<file path="config.mk">
export PLATFORM = sky130hd
export DESIGN_NAME = shift_sequencer_flat
export DESIGN_NICKNAME = d
export VERILOG_FILES = /design/src/rtl/shift_sequencer_if.sv /design/src/rtl/shift_sequencer.sv /design/src/flat_wrapper.sv
export SDC_FILE = /design/constraint.sdc
export NUM_CORES = 1
export LEC_CHECK = 0
export BUFFER_PORTS_ARGS = -buffer_cell sky130_fd_sc_hd__buf_2
export CAP_MARGIN = 0
export CORE_ASPECT_RATIO = 0.75
export CORE_UTILIZATION = 43
export CTS_CLUSTER_DIAMETER = 60
export DETAILED_ROUTE_END_ITERATION = 10
export GPL_TIMING_DRIVEN = 0
export PLACE_DENSITY = 0.76
export SLEW_MARGIN = 5
export SYNTH_ARGS = -nofsm -noshare
export SYNTH_HDL_FRONTEND = slang
export SYNTH_SLANG_ARGS = --single-unit
</file>
<file path="constraint.sdc">
create_clock -name clk -period 1.6 [get_ports clk]
set_clock_uncertainty 0.05 [all_clocks]
set_input_delay 0.24 -clock clk [delete_from_list [all_inputs] [get_ports clk]]
set_output_delay 0.24 -clock clk [all_outputs]
set_load 0.005 [all_outputs]
</file>
<file path="src/rtl/shift_sequencer_if.sv">
// Request/result handshake bundle between a controller and shift_sequencer.
// Latency: none, wires only.
// Backpressure: start/ready on the request side, result_valid/result_ack on the result side.
//
// Signals:
//   start, operand, amount, mode : request, accepted when start && ready
//   ready                        : sequencer idle and able to accept
//   result, result_valid         : shifted value, held until result_ack
//   result_ack                   : consumer takes the result
interface shift_sequencer_if #(
    parameter int WIDTH = 16,
    parameter int AMT_W = $clog2(WIDTH) + 1
);
    logic             start;
    logic [WIDTH-1:0] operand;
    logic [AMT_W-1:0] amount;
    logic             mode;
    logic             ready;
    logic [WIDTH-1:0] result;
    logic             result_valid;
    logic             result_ack;

    // Controller / test side
    modport master (
        output start, operand, amount, mode, result_ack,
        input  ready, result, result_valid
    );

    // Sequencer side
    modport slave (
        input  start, operand, amount, mode, result_ack,
        output ready, result, result_valid
    );
endinterface

</file>
<file path="src/rtl/shift_sequencer.sv">
// Multi-bit right-shift sequencer driving an external one-position-per-cycle shifter.
// Latency: amount N>0 -> result_valid from cycle N+1 after acceptance; amount 0 -> cycle 1.
// Backpressure: ready only in IDLE; DONE holds result indefinitely until result_ack.
//
// Ports:
//   clk, reset        : clock, synchronous active-high reset
//   bus (slave)       : start/operand/amount/mode request, result/result_valid/result_ack reply
//   sh_enable/sh_in/sh_mode : drive the shifter; sh_out is its registered output
module shift_sequencer #(
    parameter int WIDTH = 16,
    parameter int AMT_W = $clog2(WIDTH) + 1
) (
    input  logic               clk,
    input  logic               reset,
    shift_sequencer_if.slave   bus,
    output logic               sh_enable,
    output logic [WIDTH-1:0]   sh_in,
    output logic               sh_mode,
    input  logic [WIDTH-1:0]   sh_out
);

    localparam logic [1:0] IDLE  = 2'd0;
    localparam logic [1:0] SHIFT = 2'd1;
    localparam logic [1:0] DONE  = 2'd2;

    localparam logic [AMT_W-1:0] AMT_MAX = AMT_W'(WIDTH);
    localparam logic [AMT_W-1:0] AMT_ONE = AMT_W'(1);

    logic [1:0]       state_q,     state_d;
    logic [WIDTH-1:0] op_reg_q,    op_reg_d;
    logic [AMT_W-1:0] amt_reg_q,   amt_reg_d;
    logic             mode_reg_q,  mode_reg_d;
    logic [AMT_W-1:0] cnt_q,       cnt_d;
    logic             zero_flag_q, zero_flag_d;

    // Shifting WIDTH or more positions gives the same answer as WIDTH, so
    // clamp once at acceptance and never run the shifter longer than needed.
    logic [AMT_W-1:0] eff_amt;
    assign eff_amt = (bus.amount > AMT_MAX) ? AMT_MAX : bus.amount;

    always_comb begin
        state_d     = state_q;
        op_reg_d    = op_reg_q;
        amt_reg_d   = amt_reg_q;
        mode_reg_d  = mode_reg_q;
        cnt_d       = cnt_q;
        zero_flag_d = zero_flag_q;

        case (state_q)
            IDLE: begin
                if (bus.start) begin
                    op_reg_d   = bus.operand;
                    mode_reg_d = bus.mode;
                    amt_reg_d  = eff_amt;
                    cnt_d      = '0;
                    if (eff_amt == '0) begin
                        // Nothing to shift: present the operand directly.
                        zero_flag_d = 1'b1;
                        state_d     = DONE;
                    end else begin
                        zero_flag_d = 1'b0;
                        state_d     = SHIFT;
                    end
                end
            end
            SHIFT: begin
                cnt_d = cnt_q + AMT_ONE;
                // amt_reg_q is at least 1 here, so the subtraction cannot wrap.
                if (cnt_q == amt_reg_q - AMT_ONE) begin
                    state_d = DONE;
                end
            end
            DONE: begin
                if (bus.result_ack) begin
                    state_d = IDLE;
                end
            end
            default: begin
                state_d = IDLE;
            end
        endcase
    end

    always_ff @(posedge clk) begin
        if (reset) begin
            state_q     <= IDLE;
            op_reg_q    <= '0;
            amt_reg_q   <= '0;
            mode_reg_q  <= 1'b0;
            cnt_q       <= '0;
            zero_flag_q <= 1'b0;
        end else begin
            state_q     <= state_d;
            op_reg_q    <= op_reg_d;
            amt_reg_q   <= amt_reg_d;
            mode_reg_q  <= mode_reg_d;
            cnt_q       <= cnt_d;
            zero_flag_q <= zero_flag_d;
        end
    end

    assign bus.ready        = (state_q == IDLE);
    assign bus.result_valid = (state_q == DONE);
    // The shifter holds in DONE (enable low), so sh_out is stable while valid.
    assign bus.result       = (state_q != DONE) ? '0 :
                              (zero_flag_q ? op_reg_q : sh_out);

    assign sh_enable = (state_q == SHIFT);
    assign sh_mode   = mode_reg_q;
    // First enabled cycle loads the operand; later cycles feed the shifter back on itself.
    assign sh_in     = ((state_q == SHIFT) && (cnt_q != '0)) ? sh_out : op_reg_q;

endmodule

</file>
<file path="src/flat_wrapper.sv">
// flat-port wrapper written by rule: the top's interface ports become plain ports
module shift_sequencer_flat 
#(
    parameter int WIDTH = 16,
    parameter int AMT_W = $clog2(WIDTH) + 1
)
  (clk, reset, sh_enable, sh_in, sh_mode, sh_out, bus_start, bus_operand, bus_amount, bus_mode, bus_result_ack, bus_ready, bus_result, bus_result_valid);
  shift_sequencer_if #(.WIDTH(WIDTH), .AMT_W(AMT_W)) bus_i ();
  input  logic clk;
  input  logic reset;
  output logic sh_enable;
  output logic [WIDTH-1:0] sh_in;
  output logic sh_mode;
  input  logic [WIDTH-1:0] sh_out;
  input wire logic [$bits(bus_i.start)-1:0] bus_start;
  input wire logic [$bits(bus_i.operand)-1:0] bus_operand;
  input wire logic [$bits(bus_i.amount)-1:0] bus_amount;
  input wire logic [$bits(bus_i.mode)-1:0] bus_mode;
  input wire logic [$bits(bus_i.result_ack)-1:0] bus_result_ack;
  output wire logic [$bits(bus_i.ready)-1:0] bus_ready;
  output wire logic [$bits(bus_i.result)-1:0] bus_result;
  output wire logic [$bits(bus_i.result_valid)-1:0] bus_result_valid;
  assign bus_i.start = bus_start;
  assign bus_i.operand = bus_operand;
  assign bus_i.amount = bus_amount;
  assign bus_i.mode = bus_mode;
  assign bus_i.result_ack = bus_result_ack;
  assign bus_ready = bus_i.ready;
  assign bus_result = bus_i.result;
  assign bus_result_valid = bus_i.result_valid;
  shift_sequencer #(.WIDTH(WIDTH), .AMT_W(AMT_W)) u_core (.clk(clk), .reset(reset), .bus(bus_i), .sh_enable(sh_enable), .sh_in(sh_in), .sh_mode(sh_mode), .sh_out(sh_out));
endmodule
</file>
Yosys cells after proc, flatten, opt, wreduce, memory -nomap -nowiden. Index checks and enable logic that the tools add are counted.

Add/sub/neg operators: 2. Magnitude comparators: 1. Equal/unequal tests: 7. Multiplexer cells: 12. Reductions and logical operators: 8.

Operators by type and width (count): $mux W16 (3); $mux W5 (2); $pmux W5 S2 (1); $mux W2 (4); $ne A2 B2 Y1 const B (3); $pmux W2 S3 (1); $add A5 B1 Y5 const B (1); $eq A5 B5 Y1 (1); $gt A5 B5 Y1 const B (1); $logic_not A5 Y1 (1); $reduce_bool A5 Y1 (1); $sub A5 B1 Y5 const B (1); $reduce_and A2 Y1 (2); $reduce_and A3 Y1 (1); $eq A2 B1 Y1 const B (1); $eq A2 B2 Y1 const B (1); $logic_not A2 Y1 (1); $ne A2 B1 Y1 const B (1); $reduce_bool A2 Y1 (1); $logic_and A1 B1 Y1 (1); $mux W1 (1).

Register bits after elaboration: 30. Input bits: 42. Output and inout bits: 36. Logic and storage cells: 36.

Logic depth before layout (Yosys ltp).
Word-level depth: 6. Gate-level depth with buffers: 7. Gate-level depth less buffers: 6.

Least setup slack after synthesis. No wires, ideal clock.

Path kind: register to output. From: reg u_core.cnt_q[0]. To: out sh_in[10]. Arrival: 1403 ps. Data required time: 1310 ps. Slack: -93 ps. Stages on the path, launching flop included: 7. Buffers on the path: 1. Cells stage by stage: dfxtp_1 -> inv_1 -> ha_1 -> nor4b_4 -> nor2_4 -> buf_12 -> mux2_4.

Longest elaborated chain between the ends: 3.

Ends and longest elaborated chain: start, declared (RTL line shift_sequencer.sv:33) `logic [AMT_W-1:0] cnt_q, cnt_d;`; start signal, assigned (RTL line shift_sequencer.sv:97) `cnt_q <= cnt_d;`; $reduce_bool A5 Y1 (RTL line shift_sequencer.sv:111) `assign sh_in = ((state_q == SHIFT) && (cnt_q != '0)) ? sh_out : op_reg_q;`; $logic_and A1 B1 Y1 (RTL line shift_sequencer.sv:111); $mux W16 (RTL line shift_sequencer.sv:111); end, declared (RTL line flat_wrapper.sv:12) `output logic [WIDTH-1:0] sh_in;`.

Every way passes these cells.

Worst setup path in the final report.
From: reg u_core.cnt_q[1]. To: out sh_in[8].

Same word-level chain as after synthesis.

==> impl_metrics.py <==
metrics = {
    "yosys": {
        "synth_adder_area_share": 0.0200,
        "synthesis.nets": 268,
        "synth_top_family_by_area": "simple AND/OR/NAND/NOR gates",
        "synth_ff_type": "dfxtp_1",
        "ys_async_sr_fraction": 0,
        "yosysSeqAreaShare": 0.320,
        "synthesis.area_mm2": 0.00188,
        "ys_top_cells_by_area": "dfxtp_1, nand2_1, mux2i_1",
        "synthCells": 223,
        "synth-compound-area-share": 0.112,
        "ys_warn_count": 0,
        "synth_edf_count": 0,
        "synth_top_cell_by_area": "dfxtp_1",
        "yosys.cell_types.count": 41,
        "synth-seq-cells": 30,
        "yosys.area_share.simple": 0.228,
        "synth_top_cell_area_share": 0.320,
        "synthMuxAreaShare": 0.213,
        "syn_avg_cell_area_um2": 8.41,
        "synth_xor_area_frac": 0.0280,
    },
    "critical_path": {
        "crit_fanout": 10,
        "crit_type": "reg2out",
        "critical_path_arrival_ps": 1680,
        "critical_path_required_ps": 1310,
        "reg2reg_from": "u_core.amt_reg_q[0]$_SDFFE_PP0P_",
        "rr_endpoint": "u_core.state_q[0]$_SDFFE_PP0P_",
        "cpPeakStageDelay_ps": 360,
        "cp_cell_sequence": "inv_4 > ha_4 > nor4b_4 > nor2_4 > buf_12 > mux2_4 > buf_6",
        "end_kind": "output port",
        "rr_worst_depth": 6,
        "critPathSlowestCell": "dfxtp_4",
        "r2r_setup_slack_ps": 70,
        "cp-start-kind": "flip-flop",
    },
    "clock_network": {
        "clockBufferDepth": 2,
        "insertion_delay_ps": 280,
        "clk_pin_slew_worst_paths_ps": 70,
        "tritoncts": "built",
        "hold_buffers": 0,
        "htree_levels": 2,
        "cts_num_sinks": 30,
        "root_buffer": "clkbuf_8",
        "cts_buffers": 5,
    },
    "global_route": {
        "grt_use_total": 0.215,
        "grt_pass1_vias": 1646,
        "grt_max_degree": 11,
        "grt_pass1_wl_mm": 7.65,
        "met3_usage": 0.0446,
        "overflow": 0,
        "grt_busiest_layer": "met2",
        "grt_use_met2": 0.351,
        "antenna_found_initial": 0,
        "grt_use_met1": 0.288,
    },
    "floorplanning": {
        "core_mm2": 0.00410,
        "num_rows": 20,
        "die_x_um": 78.3,
        "die_y_um": 59.2,
        "pin_count": 78,
        "die_area_mm2": 0.00463,
        "initial_core_util": 0.457,
    },
    "power": {
        "max-vdd-ir-drop_mv": 0.382,
        "p_leak_nw": 1.22,
        "power.total_w": 0.00194,
        "power_density_mw_per_mm2": 683,
    },
    "placement": {
        "gp_congestion": 0.820,
        "portBuffers": 77,
        "placed_area_mm2": 0.00233,
        "place_hpwl_mm": 3.35,
    },
    "timing": {
        "setup_violations": 16,
        "drv_slew": 0,
        "period_needed_ps": 1970,
        "rsz0062_at_grt": "yes",
        "max_freq_mhz": 507,
        "fin_hold_ws_ps": 144,
        "finalHoldViolations": 0,
        "timing.slew.headroom": 0.667,
        "min_period_over_period": 1.23,
        "worst_pin_slew_ps": 500,
        "finalWorstSetupSlack_ps": -371,
    },
    "hold_path": {
        "worstHoldStart": "bus_operand[8]",
        "whs_endpoint": "u_core.op_reg_q[8]$_SDFFE_PP0P_",
        "min_path_type": "in2reg",
        "hold_depth": 3,
    },
    "finish": {
        "area.sequential_um2": 617,
        "drive_above_1_share": 0.509,
        "final_cell_mix": "buf_2, nand2_1, a21oi_1, dfxtp_1, buf_6",
        "multi_input_area_mm2": 0.00129,
        "nFillCells": 318,
        "final_common_cell": "buf_2",
        "syn_to_final_growth_pct": 51.6,
        "final_nets": 361,
        "diodes": 0,
        "stdcell_area_mm2": 0.00284,
        "final_core_util": 0.693,
    },
    "routing": {
        "ant_nets": 0,
        "vias_per_cell": 5.12,
        "via_count": 1898,
        "wire_per_inst_um": 13.6,
        "routed_wl_mm": 5.04,
        "drc": 0,
        "drt_iter0_drc": 113,
        "dr.pass1.iters": 4,
    },
    "flow_run": {
        "cap_violations": 0,
    },
    "outcome": {
        "status": "complete, but fails checks",
        "violations": "negative setup slack",
    },
}
## Yosys cell counts, types with 2 or more instances
master / count
dfxtp_1: 30
buf_6: 3
xnor2_1: 4
inv_1: 6
mux2_4: 10
nand4_1: 2
nor2_2: 2
buf_2: 6
nand3b_1: 4
clkbuf_1: 4
a21oi_1: 27
nor2_1: 22
o21ai_0: 2
nand2_1: 48
ha_1: 3
mux2i_1: 16
mux2_2: 7
xor2_1: 2
nand3_1: 3
## layout make-up
type,instances,area share
timing repair buffer,87,0.212
clock buffer,5,0.0242
inverter,7,0.0110
tap,55,0.0242
multi-input combinational,170,0.455
buffer,15,0.0533
sequential,30,0.217
clock inverter,2,0.00352
## how the worst max path moves through the flow
stage,startpoint,endpoint,cells after the start
2_1_floorplan,u_core.cnt_q[1]$_SDFFE_PP0P_,sh_in[10],6
3_3_place_gp,u_core.cnt_q[1]$_SDFFE_PP0P_,sh_in[8],7
3_5_place_dp,u_core.cnt_q[0]$_SDFFE_PP0P_,sh_in[8],7
4_1_cts,u_core.cnt_q[1]$_SDFFE_PP0P_,sh_in[8],7
5_1_grt,u_core.cnt_q[1]$_SDFFE_PP0P_,sh_in[8],7
6_report,u_core.cnt_q[1]$_SDFFE_PP0P_,sh_in[8],7
## power by group
| group | internal, W | switching (W) | leakage [nW] |
|---|---|---|---|
| Combinational | 0.000310 | 0.000233 | 0.929 |
| Sequential | 0.000790 | 0.0000394 | 0.249 |
| Clock | 0.000291 | 0.000279 | 0.0438 |
| Total | 0.00139 | 0.000551 | 1.22 |
## stage by stage
stage          TNS [ps]  instances  setup WS (ps)
4_1_cts           -5830        366           -373
2_1_floorplan      -332        223          -33.2
6_report          -5740        371           -371
5_1_grt           -6940        371           -440
3_5_place_dp      -4490        355           -277
3_3_place_gp      -4290        355           -270
## sequential cells by signal, summed over array words and instances (netlist names)
signal,flops
u_core.cnt_q,5
u_core.state_q,2
u_core.amt_reg_q,5
u_core.op_reg_q,16
u_core.zero_flag_q,1
u_core.sh_mode,1
## routing by layer
layer	share of wire	wire [um]
met1	0.45	2250
met3	0.077	390
met2	0.47	2360
met4	0.0083	42
met5	0	0
## kinds of logic after synthesis
logic type / after synthesis
AO/OA/AOI/OAI: 36
XOR/XNOR: 6
adder cells (fa/ha/maj): 3
buffers and inverters: 23
flip-flops: 30
multiplexers: 34
AND/OR/NAND/NOR: 91
## what timing repair did
item | in CTS | in global routing
pin swaps | 2 | 2
cloned | 0 | 1
setup endpoints to repair | 34 | 30
resized for setup | 32 | 38
buffers inserted | 5 | 4
## worst max-delay path: cells and delay by family, from the launching register on
family | cells | cell delay, ps
flops | 1 | 360
buf+inv | 3 | 320
mux | 1 | 310
simple gates | 2 | 280
fa+ha+maj | 1 | 140
(Power assumes the default switching activity.)
